==> src/rtl/counter_trace_decoder.sv <==
// Decodes a sampled up/down/load counter stream into per-sample step events.
// Optional HOLD-run stall detection is enabled with `define COUNTER_TRACE_STALL_EN.
module counter_trace_decoder #(
  parameter int unsigned WIDTH       = 6,
  parameter int unsigned RUN_W       = 8,
  parameter int unsigned STALL_LIMIT = 16
) (
  input  logic             clk,
  input  logic             rst,
  input  logic             in_valid,
  input  logic [WIDTH-1:0] count_in,
  output logic             step_valid,
  output logic [1:0]       step_kind,
  output logic             dir_up,
  output logic             load_seen,
  output logic [WIDTH-1:0] load_value,
  output logic             wrap_up,
  output logic             wrap_down,
  output logic [RUN_W-1:0] run_len,
  output logic             locked,
  output logic             stalled
);

  if (WIDTH < 2 || WIDTH > 16 || RUN_W < 1 || STALL_LIMIT < 1) begin : g_param_check
    $error("counter_trace_decoder: illegal parameter value");
  end

  typedef enum logic {StIdle, StTrack} state_e;

  localparam logic [1:0] KindHold = 2'b00;
  localparam logic [1:0] KindUp   = 2'b01;
  localparam logic [1:0] KindDown = 2'b10;
  localparam logic [1:0] KindLoad = 2'b11;

  localparam logic [WIDTH-1:0] WOne = {{(WIDTH-1){1'b0}}, 1'b1};
  localparam logic [RUN_W-1:0] ROne = {{(RUN_W-1){1'b0}}, 1'b1};

  state_e           state_q;
  logic [WIDTH-1:0] prev_q;
  logic [WIDTH-1:0] diff;
  logic [1:0]       kind_d;
  logic [RUN_W-1:0] run_inc;

  // Modulo-2^WIDTH difference falls out of the fixed-width subtraction.
  assign diff = count_in - prev_q;

  always_comb begin
    kind_d = KindLoad;
    if (diff == '0) begin
      kind_d = KindHold;
    end else if (diff == WOne) begin
      kind_d = KindUp;
    end else if (diff == '1) begin
      kind_d = KindDown;
    end
  end

  assign run_inc = (run_len == '1) ? run_len : run_len + ROne;
  assign locked  = (state_q == StTrack);

  always_ff @(posedge clk or negedge rst) begin
    if (!rst) begin
      state_q    <= StIdle;
      prev_q     <= '0;
      step_valid <= 1'b0;
      step_kind  <= KindHold;
      dir_up     <= 1'b0;
      load_seen  <= 1'b0;
      load_value <= '0;
      wrap_up    <= 1'b0;
      wrap_down  <= 1'b0;
      run_len    <= '0;
    end else begin
      step_valid <= 1'b0;
      load_seen  <= 1'b0;
      wrap_up    <= 1'b0;
      wrap_down  <= 1'b0;
      if (in_valid) begin
        prev_q <= count_in;
        unique case (state_q)
          StIdle: state_q <= StTrack;
          StTrack: begin
            step_valid <= 1'b1;
            step_kind  <= kind_d;
            unique case (kind_d)
              KindUp: begin
                dir_up  <= 1'b1;
                run_len <= dir_up ? run_inc : ROne;
                wrap_up <= (prev_q == '1);
              end
              KindDown: begin
                dir_up    <= 1'b0;
                run_len   <= dir_up ? ROne : run_inc;
                wrap_down <= (prev_q == '0);
              end
              KindLoad: begin
                load_seen  <= 1'b1;
                load_value <= count_in;
                run_len    <= '0;
              end
              default: ;
            endcase
          end
          default: state_q <= StIdle;
        endcase
      end
    end
  end

`ifdef COUNTER_TRACE_STALL_EN
  localparam int unsigned StallW = $clog2(STALL_LIMIT + 1);
  localparam logic [StallW-1:0] StallMax = StallW'(STALL_LIMIT);

  logic [StallW-1:0] stall_cnt_q, stall_cnt_d;

  always_comb begin
    stall_cnt_d = stall_cnt_q;
    if (in_valid && state_q == StTrack) begin
      if (kind_d == KindHold) begin
        if (stall_cnt_q != StallMax) begin
          stall_cnt_d = stall_cnt_q + 1'b1;
        end
      end else begin
        stall_cnt_d = '0;
      end
    end
  end

  always_ff @(posedge clk or negedge rst) begin
    if (!rst) begin
      stall_cnt_q <= '0;
      stalled     <= 1'b0;
    end else begin
      stall_cnt_q <= stall_cnt_d;
      stalled     <= (stall_cnt_d == StallMax);
    end
  end
`else
  assign stalled = 1'b0;
`endif

endmodule

==> config.mk <==
export PLATFORM = sky130hd
export DESIGN_NAME = counter_trace_decoder
export DESIGN_NICKNAME = d
export VERILOG_FILES = /design/src/rtl/counter_trace_decoder.sv
export SDC_FILE = /design/constraint.sdc
export NUM_CORES = 1
export LEC_CHECK = 0
export BUFFER_PORTS_ARGS = -buffer_cell sky130_fd_sc_hd__buf_2
export CAP_MARGIN = 20
export CORE_AREA = 2 2 65 67
export DETAILED_ROUTE_END_ITERATION = 8
export DIE_AREA = 0 0 67 69
export PLACE_DENSITY = 0.68
export RECOVER_POWER = 25
export SYNTH_ARGS = -nofsm -noshare
export SYNTH_HDL_FRONTEND = slang
export SYNTH_SLANG_ARGS = --single-unit
==> constraint.sdc <==
create_clock -name clk -period 4.8 [get_ports clk]
set_clock_uncertainty 0.1 [all_clocks]
set_input_delay 0.72 -clock clk [delete_from_list [all_inputs] [get_ports clk]]
set_output_delay 0.72 -clock clk [all_outputs]
set_load 0.1 [all_outputs]
==> reports/results.txt, run 1 <==
The number of flops mapped to enable cells by yosys was 0; the total negative slack was 0 ps. The clock passes through at most 2 buffers. In this design, the stage delay of the slowest critical-path cell is 590 ps.

The cell at the root of the clock tree is clkbuf_8. For the H-tree depth, the log shows 1. From synthesis to final layout, the design area changed by 15.9%. The repair_antennas step left the layout with diodes totalling 0. The category of the critical setup timing path is in2reg.

The setup violation total in the final timing report is 0, and the fraction of the yosys area taken by sequential cells is 0.459. The netlist uses 45 different library cells. The first detailed-routing pass ran for 4 iterations. The smallest clock period supported by the final layout is computed as 3180 ps. The fraction of layout instances using a drive strength above 1 works out to 0.276. The number of buffers and inverters on the critical path is 2. In this run the cell area of the synthesized design comes to 1530 um^2. At the pin with the least slew margin, the transition time is 1430 ps. Fraction of synthesis flops using an asynchronous set or reset pin: 1.00. The number of input and output port buffers inserted works out to 30. The worst max-slew margin expressed relative to the limit was 0.0456. The tools report the terminus of the critical flop-to-flop path as run_len[1].

For the top-level I/O count, the log shows 32. The instance count after placement with tap cells included is 220. The routability congestion estimate was 0.793; the detail-routed via count per cell was 5.11. The filler cell count in the final layout is 398. After detailed routing, the total wire length is 2950 um. The post-route clock period utilization was 0.663; the filler-free cell count of the finished design was 224.

The kind of cell adding the most delay to the critical path is simple AND/OR/NAND/NOR gates. Start point of the critical path: count_in[0]. The static leakage power is 0.000812 uW. TritonCTS created 3 clock buffers. The sum of net half-perimeters after detailed placement was 2200 um. For the post-route antenna net violation count, the log shows 0. The starting density of the core came out at 0.390. The run gives 1115 as the via count of the first global-routing pass. Synthesis handed over a netlist of 143 instances. The net total in the final layout was 191. At the placement stage, the worst setup path has a slack of 1340 ps.

Standard cell with the maximum stage delay on the critical path: nor4b_4. In this run, synthesis produced a sequential element count of 28. Entering global routing, the biggest net connects 29 pins. Yosys printed 0 warnings. In this run the worst setup path terminates at run_len[1]. Type of element launching the critical path: an input pin. The number of hold buffers added after CTS was 0.

The core footprint was 3910 um^2. The worst hold-check path type is reg2reg. The die is 69 um tall. For the maximum clock frequency, the log shows 314 MHz. In the final routed layout, each cell accounts on average for 13.1 um. For this block, the initial DRC count from the detailed router was 42.

Total number of vias: 1144. The global-route wire length before repair was 5190 um; the final setup slack of the worst path was 1620 ps. The final total power came out at 674 uW.

Counting cells, the worst reg-to-reg path comes to 9. The insertion delay of the later-clocked pin in the worst-skew pair came out at 270 ps. Dividing the synthesized area by the synthesized cell count gives 10.7 um^2. In this run the number of cells on the critical path is 11.

Data on the critical path is required at its endpoint by 4870 ps. The number of nets in the synthesized netlist is 159. The final count of pins violating max slew came out at 0. The tool flagged a number of max-cap violations equal to 0.

Along the worst path, the maximum fanout reaches 13. The library cells used most frequently in the layout, excluding fill and tap cells, are 28 x dfrtp_1, 28 x buf_2, 12 x nand2_1. For the total track usage, the log shows 0.143. In the routed design, unresolved DRC markers number 0. The most used flip-flop cell after synthesis is dfrtp_1.

The worst register-to-register path begins at prev_q[0]. The run gives 4620 um^2 as the die footprint. Data arrives at the worst endpoint at 3250 ps.

STA classifies the critical path endpoint as a flip-flop. Power spread over the standard cell area amounts to 381 nW/um^2. The worst-case IR drop observed on VDD is 0.212 mV. For the number of antenna violations at the first check in global routing, the log shows 0. The critical path goes through buf_2 -> inv_1 -> ha_1 -> fa_1 -> xor2_1 -> nand3b_1 -> mux2i_1 -> nor4b_4 -> a21oi_2 -> nor2b_4 -> a32o_1. In this run the core area contains 23 standard-cell rows.

The logs give 0 for the total grt overflow and 0 for the count of instances resized after the clock tree is built. The horizontal die dimension is 67 um, and the hold violation total from the final report is 0. Counting every sink on the clock net gives 28. Setup repair after global routing left no endpoint under its margin. The worst register-to-register path has a setup slack of 1770 ps. TritonCTS built the clock tree. The run finished with clean final reports. The number of buffers inserted to repair setup after CTS is 0.

After clock tree synthesis, the clock-pin slew on the worst setup and hold paths is 90 ps.
==> through the flow <==
step	hold slack (ps)	area (um^2)	util
2_1_floorplan	324	1530	-
6_report	387	1770	0.452
3_3_place_gp	364	1720	0.439
5_1_grt	412	1770	0.452
4_1_cts	368	1770	0.453
3_5_place_dp	373	1720	0.439
==> cells in the mapped netlist, drive strengths merged (2+ instances only) <==
cell type | n | share of area
a21oi | 11 | 0.039
nor3 | 5 | 0.024
buf | 2 | 0.012
nand3 | 3 | 0.0098
o221ai | 2 | 0.016
xor2 | 4 | 0.028
a31o | 2 | 0.011
nor2 | 8 | 0.020
or2 | 2 | 0.0082
xnor2 | 2 | 0.011
o21ai | 11 | 0.036
ha | 6 | 0.049
mux2 | 8 | 0.059
nand2 | 12 | 0.030
nor2b | 2 | 0.013
mux2i | 2 | 0.021
a21o | 3 | 0.015
a22o | 2 | 0.011
inv | 9 | 0.022
nor4 | 2 | 0.0082
nand4 | 3 | 0.012
dfrtp | 28 | 0.46
==> tightest hold or removal path, stage by stage, from the launching register on <==
cell and delay (ps):
dfrtp_1 350, nand2_1 50, o21ai_0 60
==> registers in the layout, indices dropped and copies added (netlist names), 2 cells and up <==
| register | count |
|---|---|
| load_value | 6 |
| step_kind | 2 |
| prev_q | 6 |
| run_len | 8 |
==> where the power goes <==
part	total (uW)	switching, uW	internal, uW
clock	146	72.2	73.4
combinational	254	193	61.5
sequential	274	17.5	256
total	674	283	391
==> final cells by class <==
class / instances / area (um^2) / share of cell area
clock buffers: 4 / 55.1 / 0.0311
inverters: 9 / 33.8 / 0.0191
multi-input cells: 103 / 769 / 0.435
flip-flops and latches: 28 / 701 / 0.396
well taps: 50 / 62.6 / 0.0354
repair buffers: 30 / 148 / 0.0835
==> per-layer routing <==
layer  track usage  wire length [um]
met1         0.215              1500
met2         0.205              1280
met3        0.0212               112
met4        0.0544                53
met5             0                 0
==> worst min-delay path by stage <==
stage	startpoint	endpoint	slack, ps	cells after the start
2_1_floorplan	rst	dir_up	320	0
3_3_place_gp	step_kind[0]	step_kind[0]	360	1
3_5_place_dp	step_kind[1]	step_kind[1]	370	2
4_1_cts	rst	load_value[3]	370	1
5_1_grt	step_kind[0]	step_kind[0]	410	1
6_report	step_kind[1]	step_kind[1]	390	2
==> cells by family after synthesis <==
kind of cell	after synthesis	synth area share
fa+ha+maj	7	0.0623
simple gates	42	0.158
compound gates	37	0.161
mux	10	0.0803
buf+inv	12	0.0369
xor+xnor	6	0.0394
flops	28	0.459
other cells	1	0.00246
Power figures use the tool's default switching activity.
==> run 2, diff against run 1 <==
ABC_AREA = 1   (was unset)
CORE_AREA = 2 2 71 73   (was 2 2 65 67)
DIE_AREA = 0 0 73 75   (was 0 0 67 69)
PLACE_DENSITY = 0.67   (was 0.68)
clock period = 3 ns   (was 4.8 ns; I/O delays follow)
==> run 2 against run 1 <==
Net effect:
- the run now ends with max-capacitance violations left
- clock-buffer cell count decreased by 1
- area after synthesis increased by 20%
- sequential share of layout area decreased by 6.2 points
- cell count increased by 51%
- first-iteration DRC count increased by 130%
- critical path depth unchanged
- combinational power increased by 78%
- hold slack got worse by 69 ps
- via count increased by 44%
- synthesized cell count increased by 78%
==> reports/results.txt, run 2 <==
The violation count after the first detailed-routing iteration was 95 (+130%). The die footprint came out at 5480 um^2 (+18%). Final routed wire length divided by cell count: 11.2 um (-15%).

The run finished, with violations left. Counting flops per register, the top entry is run_len. The mapped cell area was 1830 um^2 (+20%); the critical path arrival was 2540 ps (-710 ps).

Largest fanout on the critical path: 10 (-3). The flip-flop cell with the highest count after synthesis is dfrtp_1. For this design, the slowest cell found on the critical path is fa_1. Start point of the critical path: prev_q[0]. The number of buffers added to fix hold violations after cts was 0 (unchanged); the flip-flop and latch area was 701 um^2 (unchanged).

The logs give 1 (unchanged) for the H-tree depth and 6710 um (+29%) for the global-route wire length before repair. The fraction of the yosys area taken by sequential cells is 0.383 (-0.0762), and the total negative slack is 0 ps (unchanged). The slack of the worst reg-to-reg path is 540 ps (-1230 ps), and the number of buffers inserted to repair setup after CTS is 0 (unchanged). Cell taking the most area after synthesis: dfrtp_1.

Insertion delay of the later-clocked pin in the worst-skew pair: 280 ps (about the same). The total of max-cap violations was 1 (+1). The worst endpoint required time was 3070 ps (-1800 ps); the final total power was 1200 uW (+78%).

The worst hold-check path type was in2reg. The total number of vias came out at 1648 (+44%). The post-synth net total came out at 270 (+70%). The tools report the type of element launching the critical path as a flip-flop.

The cell area reported after detailed placement is 2030 um^2 (+18%), and the die boundary height is 75 um (+8.7%). The fraction of synthesis flops using an asynchronous set or reset pin was 1.00 (unchanged); the depth of the critical timing path with buffers and inverters included was 11 (unchanged). The starting density of the core came out at 0.393 (+0.00273). The worst setup path is captured at a flip-flop. The tools report the source of the worst register-to-register timing path as prev_q[0]. The total grt overflow came out at 0 (unchanged). The via count of the first global-routing pass was 1475 (+32%).

The peak ir drop on the vdd network came out at 0.344 mV (+62%). Setup repair after global routing left no endpoint under its margin. The number of input and output port buffers inserted is 30 (unchanged), and the core footprint is 4660 um^2 (+19%). The fraction of synthesized cell area taken by the top area cell type is 0.383 (-0.0762), and the worst max-slew margin expressed relative to the limit is 0.00604 (-0.0396). The tools report the area occupied by multi-input gates as 997 um^2 (+30%). The register bit total from synthesis is 28 (unchanged), and the largest buffer count on any clock path is 2 (unchanged). CTS placed an instance of clkbuf_8 at the clock tree root. The post-route clock period utilization is 0.822.

The most common cell after layout, fill and taps aside was nand2_1. The logs give 28 (unchanged) for the clock sink total and 254 (+78%) for the count of mapped cells out of synthesis. For the setup violation total in the final timing report, the log shows 0 (unchanged). The final count of pins violating max slew came out at 0 (unchanged). The worst hold slack is 318 ps (-68.8 ps), and the pin count of the biggest net entering global routing is 29 (unchanged).

The category of the critical setup timing path is reg2reg. The run gives 0.00114 uW (+40%) as the static leakage power. The buffer and inverter count on the worst path was 1 (-1); the number of antenna violations at the first check in global routing was 0 (unchanged).

For the number of warnings reported in the yosys synthesis log, the log shows 0 (unchanged). Subtracting the final worst setup slack from the clock period gives 2460 ps. The post-route antenna net violation count was 0 (unchanged).

The most common cell in the synthesized netlist is nand2_1. The run gives 301 (+58%) as the net total in the final layout. The critical path goes through ha_1 -> fa_1 -> or2_2 -> nor2_1 -> nand2_2 -> nor2_4 -> nand2_4 -> nand3_4 -> inv_4 -> nand2_1 -> nand2_1.

The tools report the count of instances resized after the clock tree is built as 0 (unchanged). Detailed-routing iteration count for the pre-antenna-repair pass: 4 (unchanged). The hold violation total from the final report was 0 (unchanged). The commonest cells after synthesis are 98 x nand2_1, 28 x dfrtp_1, 25 x inv_1. The detail-routed via count per cell came out at 4.88 (-4.5%). The tools report the total track usage as 0.155 (+0.0126). The tools report the number of distinct library cell variants in the gate-level netlist after synthesis as 32 (-29%).

TritonCTS built the clock tree. The fraction of layout instances using a drive strength above 1 came out at 0.187 (-0.0892). The post-layout instance area is 2100 um^2 (+19%), and the maximum clock frequency is 406 MHz. By area the synthesized netlist is led by dfrtp_1 38%, nand2_1 20%, nand3_1 6.3%.

The number of flops mapped to enable cells by yosys was 0 (unchanged). The tools report the antenna diode count as 0 (unchanged). Relative to the synthesized area, the layout overhead comes to 14.6%.

The tools report the total DRC errors in the routed layout as 0 (unchanged). Number of flip-flops under the largest register name: 8 (unchanged). The largest registers in the layout are run_len (8), load_value (6), prev_q (6).

The post-synthesis average cell area is 7.21 um^2 (-32%). The top-level I/O count was 32 (unchanged). The sum of net half-perimeters after detailed placement is 2910 um (+32%), and the clock slew at the register clock pins of the worst setup and hold paths is 100 ps (about the same). The TritonCTS buffer count is 3 (unchanged). Cell occurring most often along the worst timing path: nand2_1. The library cells used most frequently in the layout, excluding fill and tap cells, are 98 x nand2_1, 29 x buf_2, 28 x dfrtp_1. In this run the critical register-to-register path is captured at load_value[4]. The checks that failed: max-capacitance violations. The critical path ends at load_value[4].

Filler cell count in the final layout: 487 (+22%). Floorplan row count: 25 (+8.7%). Among cell families on the critical path, the largest total delay comes from simple AND/OR/NAND/NOR gates. The run gives 0.840 (+5.9%) as the routability congestion estimate.

The horizontal die dimension works out to 73 um (+9.0%). Actual transition at the worst max-transition pin: 1490 ps (+59.4 ps). The tools report the wire length reported by the detailed router as 3790 um (+29%).

Depth of the worst register-to-register path: 11 (+2). The peak per-stage delay on the critical path is 480 ps (-110 ps), and the power per unit of standard cell area is 572 nW/um^2 (+50%).
[run 2: changes by cell type after synthesis, sizes merged, moves of 3 or more]
cell   delta
a21o      -3
inv      +19
mux2      -8
nand2    +93
nand3    +23
nor2      +8
[run 2: stage by stage]
step,utilization,setup slack (ps),std cells
floorplan,-,545,254
global placement,0.435,396,334
detailed placement,0.435,340,334
CTS,0.450,515,338
global route,0.450,352,338
finish,0.450,535,338
[run 2: report_power, final]
part           leakage, uW  internal, uW  switching, uW
combinational     0.000748          87.1            364
sequential        0.000352           410           38.7
clock            0.0000357           179            122
total              0.00114           675            524
[run 2: final cells by class]
cell class | instances | share of cell area
timing repair buffer | 30 | 0.0710
multi-input combinational | 194 | 0.475
inverter | 28 | 0.0537
sequential | 28 | 0.334
clock buffer | 3 | 0.0197
tap | 54 | 0.0322
clock inverter | 1 | 0.0143
[run 2: logic make-up after synthesis]
group                      after synthesis  share of synthesized area
buffers and inverters                   32                     0.0724
xor gates and xnor gates                 4                     0.0191
AOI/OAI and AO/OA                       21                     0.0574
and+or+nand+nor                        161                      0.414
adders and majority gates                7                     0.0519
other                                    1                    0.00205
DFF                                     28                      0.383
[run 2: worst min-delay path by stage]
| stage | start | end | slack (ps) | cells after the start |
|---|---|---|---|---|
| floorplan | rst | dir_up | 50 | 0 |
| global placement | step_kind[1] | step_kind[1] | 360 | 2 |
| detailed placement | step_kind[1] | step_kind[1] | 370 | 2 |
| CTS | rst | run_len[5] | 100 | 1 |
| global route | count_in[2] | load_value[2] | 330 | 3 |
| finish | count_in[1] | prev_q[1] | 320 | 3 |
[run 2: worst reg2reg max path, cell delays in order (launching register included)]
cell and delay, ps:
dfrtp_1 430, ha_1 220, fa_1 480, or2_2 290, nor2_1 140, nand2_2 80
nor2_4 210, nand2_4 110, nand3_4 160, inv_4 50, nand2_1 50, nand2_1 50
[run 2: layer usage]
layer,GRT usage,vias up,part of all wire
met1,0.202,737,0.46
li1,-,866,-
met2,0.271,43,0.49
met5,0,-,0
met4,0.0309,0,0.0066
met3,0.0281,2,0.046
==> run 3, diff against run 2 <==
clock period = 2.5 ns   (was 3 ns; I/O delays follow)
==> run 3 against run 2 <==
Net effect:
- first-iteration DRC count fell by 12%
- utilization is 0.32 points higher
- the flow still finishes with violations (max-capacitance violations)
- register-to-register slack lost 330 ps
- via count increased by 1.1%
- cell count rose by 0.59%
- hold slack lost 86 ps
- cell area up 0.72%
- clock power is 21% higher
- global-route usage increased by 0.24 points
- critical endpoint is now run_len[7]
- clock-buffer cell count unchanged
- sequential cell count is the same
==> reports/results.txt, run 3 (synthesized netlist as in run 2, its figures left out) <==
CTS placed an instance of clkbuf_8 at the clock tree root. Via count of the first global-routing pass: 1511 (+2.4%). The run gives 3930 um (+3.5%) as the wire length reported by the detailed router.

The clock slew at the register clock pins of the worst setup and hold paths was 100 ps (about the same). The power per unit of standard cell area came out at 687 nW/um^2 (+20%). For the number of antenna violations at the first check in global routing, the log shows 0 (unchanged). For the critical path arrival, the log shows 2420 ps (-120 ps). The total track usage is 0.158 (+0.00243).

The number of buffers added to fix hold violations after cts was 0 (unchanged); the depth of the worst register-to-register path was 11 (unchanged). The instance count after placement with tap cells included is 335 (+0.30%). The category of the critical setup timing path was reg2reg. The logs give 0 (unchanged) for the total DRC errors in the routed layout and 0.498 mV (+45%) for the peak ir drop on the vdd network. The pin count of the biggest net entering global routing is 29 (unchanged), and the post-route clock period utilization is 0.918 (+0.0962).

The logs give 4660 um^2 (unchanged) for the core footprint and 3010 um (+3.4%) for the sum of net half-perimeters after detailed placement. The most critical setup path has its startpoint at prev_q[0]. The maximum clock frequency was 436 MHz (+7.4%); the total negative slack was 0 ps (unchanged). The run gives 2110 um^2 (+0.72%) as the post-layout instance area. The worst setup path is captured at a flip-flop.

The largest registers in the layout are run_len (8), load_value (6), prev_q (6). Clock sink total: 28 (unchanged). The run gives 5480 um^2 (unchanged) as the die footprint.

The worst hold slack was 232 ps (-86.1 ps). The horizontal die dimension was 73 um (unchanged). TritonCTS built the clock tree.

Leaving out fill and tap cells, the most frequent cells in the layout are 98 x nand2_1, 29 x buf_2, 28 x dfrtp_1. The run gives 465 (-4.5%) as the filler cell count in the final layout. Last element of the critical path: run_len[7].

The worst register-to-register path ends at run_len[7]. Type of element launching the critical path: a flip-flop. The cell area reported after detailed placement is 2040 um^2 (+0.37%). The flow ran to the end, but the final reports show violations.

Setup repair after global routing left no endpoint under its margin. The global-route wire length before repair is 6650 um (-0.82%), and the detailed-routing iteration count for the pre-antenna-repair pass is 4 (unchanged). The tools report the net total in the final layout as 303 (+0.66%).

The die boundary height is 75 um (unchanged), and the hold violation total from the final report is 0 (unchanged). The tools report the top-level I/O count as 32 (unchanged). The run gives 0.393 (unchanged) as the starting density of the core. The minimum period implied by the final worst setup slack was 2290 ps (-170 ps); the number of input and output port buffers inserted was 30 (unchanged). The filler-free cell count of the finished design is 340 (+0.59%). The largest buffer count on any clock path was 2 (unchanged); the fraction of layout instances using a drive strength above 1 was 0.192 (+0.00569). For the setup violation total in the final timing report, the log shows 0 (unchanged).

The total of max-cap violations is 1 (unchanged), and the count of instances resized after the clock tree is built is 0 (unchanged). The final routed wire length divided by cell count was 11.5 um (+2.9%). The tools report the insertion delay of the later-clocked pin in the worst-skew pair as 280 ps (about the same).

The total grt overflow was 0 (unchanged); the violation count after the first detailed-routing iteration was 84 (-12%). More flip-flops sit in one register than any other, and that register is run_len. The TritonCTS buffer count came out at 3 (unchanged). The detail-routed via count per cell was 4.90 (+0.50%); the post-route antenna net violation count was 0 (unchanged). The slack of the worst reg-to-reg path is 210 ps (-330 ps). The post-synthesis to final-layout area growth came out at 15.4%. The tools report the floorplan row count as 25 (unchanged). The antenna diode count was 0 (unchanged).

The number of flip-flops under the largest register name came out at 8 (unchanged). The worst hold path belongs to the class in2reg. The run gives 0.00115 uW (+0.91%) as the static leakage power. The library cell used most frequently in the layout, excluding fill and tap cells, is nand2_1.

For the H-tree depth, the log shows 1 (unchanged). The largest fanout on the critical path is 8 (-2), and the actual transition at the worst max-transition pin is 1490 ps (-2.61 ps). The worst endpoint required time was 2630 ps (-440 ps); the routability congestion estimate was 0.852 (+1.5%). The final reports fail on max-capacitance violations. For the total number of vias, the log shows 1666 (+1.1%). The tools report the source of the worst register-to-register timing path as prev_q[0]. The tools report the final count of pins violating max slew as 0 (unchanged). The run gives 0.00777 (+0.00174) as the worst max-slew margin expressed relative to the limit.
==> run 3: changes by cell type in the layout (fill, tap and decap cells not counted) <==
cell | previous run | this run
buf_4 | 0 | 2
==> run 3: worst min-delay path by stage <==
stage / start / to / slack, ps / cells after the start
global route: count_in[1] / prev_q[1] / 240 / 3
detailed placement: rst / run_len[5] / 340 / 1
global placement: rst / run_len[5] / 330 / 1
finish: count_in[4] / load_value[4] / 230 / 3
floorplan: rst / dir_up / -20 / 0
CTS: rst / run_len[4] / 10 / 1
==> run 3: report_power, final <==
group          total, uW  internal (uW)  leakage, uW  switching [uW]
clock network        364            215    0.0000357             150
registers            538            492     0.000352            45.9
logic                549            108     0.000758             441
==> run 3: final cells by class <==
| class | count | area (um^2) | area share |
|---|---|---|---|
| Timing Repair Buffer | 32 | 164 | 0.0776 |
| Clock inverter | 1 | 30.0 | 0.0142 |
| Sequential cell | 28 | 701 | 0.332 |
| Inverter | 28 | 113 | 0.0533 |
| Tap cell | 54 | 67.6 | 0.0320 |
| Multi-Input combinational cell | 194 | 997 | 0.472 |
| Clock buffer | 3 | 41.3 | 0.0195 |
==> run 3: timing repair <==
| action | 4_1_cts | 5_1_grt |
|---|---|---|
| endpoints found under the setup margin | 0 | 1 |
| hold endpoints to repair | 0 | 0 |
| buffers inserted | 0 | 1 |
==> run 3: per-stage QoR <==
stage | total power [uW] | setup WS [ps] | utilization
after floorplan | 991 | 45.4 | -
after global placement | 1090 | 54.1 | 0.437
after detailed placement | 1100 | 57.6 | 0.437
after CTS | 1470 | 131 | 0.452
after global routing | 1520 | 44.7 | 0.453
final | 1450 | 206 | 0.453
==> run 3: worst max-delay path, cell delays in order (launching register included) <==
cell	delay, ps
dfrtp_1	400
ha_1	210
fa_1	480
or2_2	290
nor2_1	130
nand2_2	80
nor2_4	100
buf_4	170
nand4_1	80
nand2_1	90
nand2_1	60
nand2_1	50
==> run 3: routing by layer <==
metal | vias to the layer above | GRT usage | share of wire
li1 | 874 | - | -
met1 | 749 | 0.202 | 0.47
met2 | 38 | 0.274 | 0.48
met3 | 5 | 0.0201 | 0.036
met4 | 0 | 0.0556 | 0.016
met5 | - | 0 | 0
